`config.mk`:
```
export PLATFORM = sky130hd
export DESIGN_NAME = qam_demapper
export DESIGN_NICKNAME = d
export VERILOG_FILES = /design/src/rtl/qam_demapper.sv
export SDC_FILE = /design/constraint.sdc
export NUM_CORES = 1
export LEC_CHECK = 0
export CAP_MARGIN = 20
export CORE_ASPECT_RATIO = 1.5
export CORE_MARGIN = 8
export CORE_UTILIZATION = 50
export DETAILED_ROUTE_END_ITERATION = 8
export MAX_ROUTING_LAYER = met4
export PLACE_DENSITY = 0.8
export SLEW_MARGIN = 20
export SYNTH_ARGS = -nofsm -noshare
export SYNTH_HDL_FRONTEND = slang
export SYNTH_SLANG_ARGS = --single-unit
```
`constraint.sdc`:
```
create_clock -name clk -period 3.4 [get_ports clk]
set_input_delay 0.68 -clock clk [delete_from_list [all_inputs] [get_ports clk]]
set_output_delay 0.68 -clock clk [all_outputs]
set_load 0.03 [all_outputs]
```
`src/rtl/qam_demapper.sv`:
```
// qam_demapper: 802.11a hard-decision demapper; drops null/pilot bins, reports pilot signs per symbol.
// Latency 1 cycle; the output register holds while out_ready is low and in_ready drops, so no sample is lost.
module qam_demapper #(
  parameter int DW    = 13,
  parameter int TH16  = 1296,
  parameter int TH64A = 632,
  parameter int TH64B = 1264,
  parameter int TH64C = 1896
) (
  input  logic                 clk,
  input  logic                 rst,
  input  logic                 in_valid,
  output logic                 in_ready,
  input  logic signed [DW-1:0] in_i,
  input  logic signed [DW-1:0] in_q,
  input  logic [2:0]           bpsc,
  output logic                 out_valid,
  input  logic                 out_ready,
  output logic [5:0]           out_bits,
  output logic [2:0]           out_nbits,
  output logic                 out_last,
  output logic                 pilot_valid,
  output logic [3:0]           pilot_pol,
  output logic                 bpsc_err
);

  logic [5:0]    bin_cnt;
  logic [2:0]    bpsc_lat;
  logic [3:0]    shadow;
  logic          xfer;
  logic          is_null;
  logic          is_pilot;
  logic [1:0]    pidx;
  logic          i_pos;
  logic          q_pos;
  logic [DW-1:0] mag_i;
  logic [DW-1:0] mag_q;
  logic [5:0]    bits;
  logic          emit;

  function automatic logic legal(input logic [2:0] b);
    return (b == 3'd1) || (b == 3'd2) || (b == 3'd4) || (b == 3'd6);
  endfunction

  // |x| with the most negative code saturated to the largest positive one
  function automatic logic [DW-1:0] mag(input logic signed [DW-1:0] x);
    logic [DW-1:0] m;
    if (!x[DW-1])
      m = x;
    else if (x == {1'b1, {(DW-1){1'b0}}})
      m = {1'b0, {(DW-1){1'b1}}};
    else
      m = -x;
    return m;
  endfunction

  function automatic logic lt(input logic [DW-1:0] m, input int th);
    return int'({1'b0, m}) < th;
  endfunction

  assign in_ready = !rst && (!out_valid || out_ready);
  assign xfer     = in_valid && in_ready;

  always_comb begin
    is_null  = (bin_cnt == 6'd0) || ((bin_cnt >= 6'd27) && (bin_cnt <= 6'd37));
    is_pilot = 1'b0;
    pidx     = 2'd0;
    case (bin_cnt)
      6'd7:    begin is_pilot = 1'b1; pidx = 2'd0; end
      6'd21:   begin is_pilot = 1'b1; pidx = 2'd1; end
      6'd43:   begin is_pilot = 1'b1; pidx = 2'd2; end
      6'd57:   begin is_pilot = 1'b1; pidx = 2'd3; end
      default: ;
    endcase
  end

  always_comb begin
    i_pos = !in_i[DW-1];
    q_pos = !in_q[DW-1];
    mag_i = mag(in_i);
    mag_q = mag(in_q);
    bits  = 6'd0;
    case (bpsc_lat)
      3'd1: bits = {5'd0, i_pos};
      3'd2: bits = {4'd0, i_pos, q_pos};
      3'd4: bits = {2'd0, i_pos, lt(mag_i, TH16), q_pos, lt(mag_q, TH16)};
      3'd6: bits = {i_pos, lt(mag_i, TH64B), !lt(mag_i, TH64A) && lt(mag_i, TH64C),
                    q_pos, lt(mag_q, TH64B), !lt(mag_q, TH64A) && lt(mag_q, TH64C)};
      default: bits = 6'd0;
    endcase
  end

  // bpsc_err is sticky, so it keeps the output muted for every later symbol too
  assign emit = xfer && !is_null && !is_pilot && legal(bpsc_lat) && !bpsc_err;

  always_ff @(posedge clk) begin
    if (rst) begin
      bin_cnt     <= 6'd0;
      bpsc_lat    <= 3'd0;
      shadow      <= 4'd0;
      out_valid   <= 1'b0;
      out_bits    <= 6'd0;
      out_nbits   <= 3'd0;
      out_last    <= 1'b0;
      pilot_valid <= 1'b0;
      pilot_pol   <= 4'd0;
      bpsc_err    <= 1'b0;
    end else begin
      pilot_valid <= 1'b0;
      if (xfer) begin
        bin_cnt <= bin_cnt + 6'd1;
        if (bin_cnt == 6'd0) begin
          bpsc_lat <= bpsc;
          if (!legal(bpsc))
            bpsc_err <= 1'b1;
        end
        if (is_pilot)
          shadow[pidx] <= i_pos;
        if (bin_cnt == 6'd63) begin
          pilot_pol   <= shadow;
          pilot_valid <= 1'b1;
        end
      end
      if (emit) begin
        out_valid <= 1'b1;
        out_bits  <= bits;
        out_nbits <= bpsc_lat;
        out_last  <= (bin_cnt == 6'd63);
      end else if (out_ready) begin
        out_valid <= 1'b0;
      end
    end
  end

endmodule

```
==> results of run 1 <==
[worst paths after layout]
| kind | startpoint | end | slack [ns] |
|---|---|---|---|
| max | bin_cnt[1] | out_bits[5] | 0.58 |
| min | out_last | out_last | 0.45 |
| max reg2reg | bin_cnt[1] | out_bits[5] | 0.58 |
| min reg2reg | out_last | out_last | 0.45 |
[flip-flops by register name, summed over array words and instances, names as in the netlist]
signal,count
out_valid,1
bpsc_lat,3
bin_cnt,6
bpsc_err,1
pilot_valid,1
out_bits,6
out_nbits,3
out_last,1
pilot_pol,4
shadow,4
[per-stage QoR]
step                      worst slack (ns)  cells  total power [uW]  hold slack (ns)  util [%]
final                                0.584    397               820            0.451      65.2
after global routing                 0.333    397               865            0.489      65.2
after CTS                            0.576    397               822            0.456      65.2
after detailed placement             0.282    390               561            0.448      63.5
after global placement               0.398    390               558            0.439      63.5
after floorplan                      0.944    308               482            0.454         -
[layout make-up]
type                       instances  area [um2]  area share, %
multi-input combinational        242        1590           54.2
clock buffer                       7        76.3           2.60
sequential                        30         601           20.5
tap                               48        60.1           2.05
timing repair buffer              59         568           19.3
inverter                          11        41.3           1.41
[cells in the final DEF, fill, tap and decap left out, drive strengths merged, types with 4 or more instances in the layout]
cell type	count
a31oi	7
or4	4
mux2i	14
o211ai	7
nor2	40
nand4	6
xor2	7
clkdlybuf4s50	50
clkbuf	7
inv	11
nand2	17
a21oi	17
nor4	5
dfxtp	30
buf	9
nand3	11
nor3	9
a211oi	6
o21ai	7
and3	7
or3	8
ha	4
o31ai	4
a21o	4
[per-layer routing]
| layer | vias to the layer above | global-route usage [%] |
|---|---|---|
| met4 | 0 | 7.90 |
| met5 | - | - |
| met1 | 1155 | 18.6 |
| met2 | 66 | 32.1 |
| li1 | 1243 | - |
| met3 | 19 | 3.29 |
[cells by family after synthesis]
| family | count (synthesis) | share of synthesized area (%) |
|---|---|---|
| xor gates and xnor gates | 10 | 3.74 |
| AOI/OAI and AO/OA | 85 | 26.3 |
| and+or+nand+nor | 129 | 29.7 |
| DFF | 30 | 25.6 |
| adders and majority gates | 4 | 2.13 |
| buffers and inverters | 36 | 6.56 |
| muxes | 14 | 5.98 |
[worst min-delay path, stage by stage, from the launching register on]
cell     delay, ns
dfxtp_1       0.31
nand2_1       0.05
a21oi_1       0.05
[power by group]
group	internal (uW)	switching [uW]	total (uW)
Sequential	358	9.13	367
Clock	141	124	265
Combinational	88.8	99.0	188
Total	587	233	820
==> impl_results.md, run 1 <==
* Status: completed
* Max_cap viols at 0
* Core Box Area at roughly 4500 um2
* Cell Area, Synth at 2340 um2
* Fillers at around 410
* Synthesis-stage register bit count at 30
* Top Metal Used: met4
* Post-synth top area share at roughly a quarter
* Worst endpoint required time at 3.61 ns
* R2R cell count at 9
* Setup violators final at 0
* Slew Limit Fails at 0
* Total global routing overflow at 0
* CP bufs+invs at 2
* Final ANT Viol Nets at 0
* Post-DP Area at 2860 um2
* Number of setup buffers added after CTS at 0
* GRT Total Usage at between 15 and 20%
* Post-DP HPWL at 4.76 mm
* Mean Syn Cell Area at 7.61 um2
* Final net count at 386
* Arr. time, crit path at about 3.0 ns
* DR vias/cell at 6.25
* Yosys Warn Count at 0
* Synth unique cells at 64
* Final period util at 82.8%
* Wirelength, routed at a little over 6 mm
* First-pass GRT wire length at around 11 mm
* I/O pin cnt at 51
* Final Hold Violating Endpoints at 0
* Share of cells above drive strength 1 at under 10%
* Initial core utilization at 52.1%
* # resized after CTS at 0
* Register area share after synthesis at 25.6%
* CP max stage delay at 0.39 ns
* Post-CTS Hold Fix Bufs at 0
* Hold Path Stages at 2
* Met3 Wirelength at approximately 260 um
* Worst Tran Pin Value at between 0.6 and 0.7 ns
* CP Cell Sequence: inv_1, ha_1, or3b_1, a31o_1, nor4_2, nand2b_1, buf_4, or3_1, a21oi_1
* Number of global-route vias before repair at 2387
* Crit end category: register
* Dominant cell type by area after synthesis: dfxtp_1
* Iteration-0 DRC Markers at about 110
* # rows at 30
* P_leak at 0.00109 uW
* Async SR Flop Fraction at 0%
* CP Depth at 9
* Sink Count at 30
* Delay-heaviest family, CP: simple AND/OR/NAND/NOR gates
* Most instantiated library cell after synthesis: nor2_1
* Post-synth net total at 345
* Gpl congestion at about 0.9
* PD cells at 279 nW/um2
* CTS buffer count at 5
* Post-route minimum period at 2.82 ns
* Gate Count Post-Synth at 308
* RSZ-0062 raised after global routing: false
* Largest net degree at the start of global routing at 29
* IO Port Bufs at 50
* Crit path max-delay cell type: dfxtp_1
* Post-synth EDFFs at 0
* Worst hold path class: reg -> reg
* Slew headroom at 59.4%
* Area growth syn-to-layout at 25.2%
* DIE HEIGHT at 99.9 um
* Worst-case clock buffer depth at 2
* WS Path Type: reg -> reg
* Clock latency on the worst-skew pair at between 0.2 and 0.3 ns
* Post-Route M1 WL at 2.48 mm
* Root Buffer: clkbuf_8
* Most used DFF post-synth: dfxtp_1
* Drt drc at 0
* CTS tree: yes
* Ranking of synthesized cells by area: dfxtp_1 26%, nor2_1 6.4%, mux2i_1 6.0%, a21oi_1 3.6%, clkbuf_1 3.0%
* Via count at between 2000 and 2500
* DRT Pass-1 Iters at 4
* Width of the die at roughly 70 um
* H-tree Lvls at 2
* Metal2 WL at 3.24 mm
* Worst VDD drop at 0.000141 V
* Clk_skew at 0.00331 ns
* Initial antenna violation count at 0
* Critical Path Start Type: register
* Antenna diodes at 0
* Post-route cell area at 2940 um2
* Critical path fanouts, max at 11
* Maximum clock frequency at 0.355 GHz
* Synth top cells by count: 40 x nor2_1, 30 x dfxtp_1, 19 x clkbuf_1
* Setup TNS at 0 ns
* Full die area at 7180 um2
* Reg clk slew, reported paths at 0.06 ns
* Drt wl/cell at approximately 16 um
Power figures use the tool's default switching activity.
==> inputs of run 2 (changes only) <==
CORE_UTILIZATION = 46   (was 50)
PLACE_DENSITY = 0.77   (was 0.8)
clock period = 2.4 ns   (was 3.4 ns; I/O delays follow)
==> impl_results.md, run 2 (synthesis results as in run 1) <==
* Post-route minimum period at between 2 and 2.5 ns
* Wirelength, routed at 7.79 mm
* Arr. time, crit path at 2.55 ns
* Critical Path Start Type: register
* # rows at 32
* Worst Tran Pin Value at 0.584 ns
* Full die area at 7690 um2
* Setup TNS at 0 ns
* Pint at 983 uW
* Width of the die at between 70 and 80 um
* GRT Total Usage at around a fifth
* Largest registers: bin_cnt x6, out_bits x6
* Util after Layout at 71.8%
* DR vias/cell at 5.91
* Total global routing overflow at 0
* Pwr Total at 1370 uW
* Sw Pwr at 382 uW
* CP Cell Sequence: inv_1, ha_2, or3b_1, a31o_1, nor4_4, nand2b_1, buf_4, buf_4, a21o_1, a211oi_1
* Root Buffer: clkbuf_8
* DRT Pass-1 Iters at 4
* Clk_skew at 0.00716 ns
* Commonest non-fill, non-tap cell in the layout: buf_4
* Metal2 WL at 4.19 mm
* Placed insts at between 400 and 500
* Met3 Wirelength at 371 um
* CP bufs+invs at 3
* Slew Limit Fails at 0
* Setup violators final at 0
* Delay-heaviest family, CP: simple AND/OR/NAND/NOR gates
* Area growth syn-to-layout at 54.4%
* Drt drc at 0
* R2R cell count at 10
* PD cells at 377 nW/um2
* Max_cap viols at 0
* CTS buffer count at 5
* First-pass GRT wire length at 12.0 mm
* Clock latency on the worst-skew pair at just under 0.3 ns
* DIE HEIGHT at around 100 um
* Post-Route M1 WL at 2.94 mm
* CTS tree: yes
* Sequential share of power at 37.7%
* Iteration-0 DRC Markers at around 220
* Status: completed
* Commonest cells after routing, fill and taps aside: 73 x buf_4, 40 x nor2_1, 37 x clkdlybuf4s50_1, 28 x dfxtp_1, 17 x nand2_1
* Antenna diodes at 0
* IO Port Bufs at 50
* Initial core utilization at a little under half
* R2R Path Start: bin_cnt[1]
* Worst VDD drop at 0.000245 V
* Number of global-route vias before repair at roughly 2700
* Min-Delay Endpoint: out_bits[5]
* Worst-case clock buffer depth at 2
* Combinational Power Share at between 20% and 30%
* HP Start: out_bits[5]
* RSZ-0062 raised after global routing: true
* CP dominant cell by count: buf_4
* Final period util at between 90 and 100%
* Crit path max-delay cell type: or3b_1
* Drt wl/cell at 16.1 um
* Post-DP HPWL at about 5.6 mm
* WS Path Type: reg -> reg
* Slew headroom at 60.5%
* Non-Filler Instances at 483
* Via count at 2853
* Initial antenna violation count at 0
* Largest net degree at the start of global routing at 29
* P_leak at 0.00154 uW
* Share of cells above drive strength 1 at 26.5%
* CP max stage delay at around 0.37 ns
* Crit end category: register
* I/O pin cnt at 51
* Terminus of the critical flop-to-flop path: out_bits[3]
* Reg clk slew, reported paths at 0.07 ns
* Final Hold Violating Endpoints at 0
* Clock power frac at 35.1%
* Final net count at 451
* Critical path fanouts, max at 5
* Hold Slack at 0.460 ns
* Core Box Area at approximately 5000 um2
* Maximum clock frequency at 0.425 GHz
* Worst hold path class: reg -> reg
* Sink Count at 30
* Net Sw Frac at 28.0%
* Hold Path Stages at 2
* H-tree Lvls at 2
* Worst endpoint required time at between 2 and 3 ns
* Gpl congestion at 0.963
* Final ANT Viol Nets at 0
* Worst R2R Setup Slack at 0.05 ns
* Top Metal Used: met4
## run 2: cell types whose count changed in the layout (fill, tap and decap cells not counted), moves of 3 or more
cell / change
buf_4: +64
clkbuf_8: +3
clkdlybuf4s50_1: -13
dlygate4sd2_1: +5
dlymetal6s2s_1: +8
or3_1: -3
or3_4: +3
## run 2: worst min-delay path: stages, from the launching register on
cell and delay, ns:
dfxtp_1 0.31, nand2_1 0.05, a21oi_1 0.05
## run 2: per-layer routing
layer | track usage [%] | vias up
li1 | - | 1365
met1 | 18.8 | 1338
met2 | 39.1 | 117
met3 | 3.09 | 33
met4 | 9.39 | 0
met5 | - | -
## run 2: area by class of cell
type | count | area, um2
Clock buffer | 8 | 110
Multi-Input combinational cell | 242 | 1710
Inverter | 11 | 41.3
Sequential cell | 30 | 603
Fill cell | 383 | 1430
Tap cell | 68 | 85.1
Timing Repair Buffer | 124 | 1070
## run 2: stage by stage
step	instance area (um2)	setup slack, ns
6_report	3620	0.0489
5_1_grt	3620	-0.0832
4_1_cts	3490	0.00106
3_5_place_dp	3360	-0.384
3_3_place_gp	3360	-0.328
2_1_floorplan	2340	0.00795
## run 2: power groups by stage
stage	registers [uW]	logic [uW]	clock network, uW
floorplan	528	155	0
global placement	525	337	0
detailed placement	525	346	0
CTS	514	351	482
global route	516	401	508
finish	515	372	479
## run 2: how the worst max path moves through the flow
stage	start	to	slack (ns)	depth (start not counted)
2_1_floorplan	bin_cnt[1]	out_bits[4]	0.008	9
3_3_place_gp	in_i[2]	out_bits[3]	-0.33	7
3_5_place_dp	in_i[2]	out_bits[3]	-0.38	7
4_1_cts	in_i[5]	out_bits[4]	0.001	7
5_1_grt	bin_cnt[0]	out_bits[3]	-0.08	10
6_report	bin_cnt[1]	out_bits[3]	0.05	10
## run 2: timing repair
action                                 4_1_cts  5_1_grt
pin swaps                                    8       16
gates cloned                                 0        0
setup endpoints to repair                    7       10
endpoints found under the hold margin        0        0
hold buffers                                 0        0
gates resized for setup                      9       27
buffers inserted                             1        1
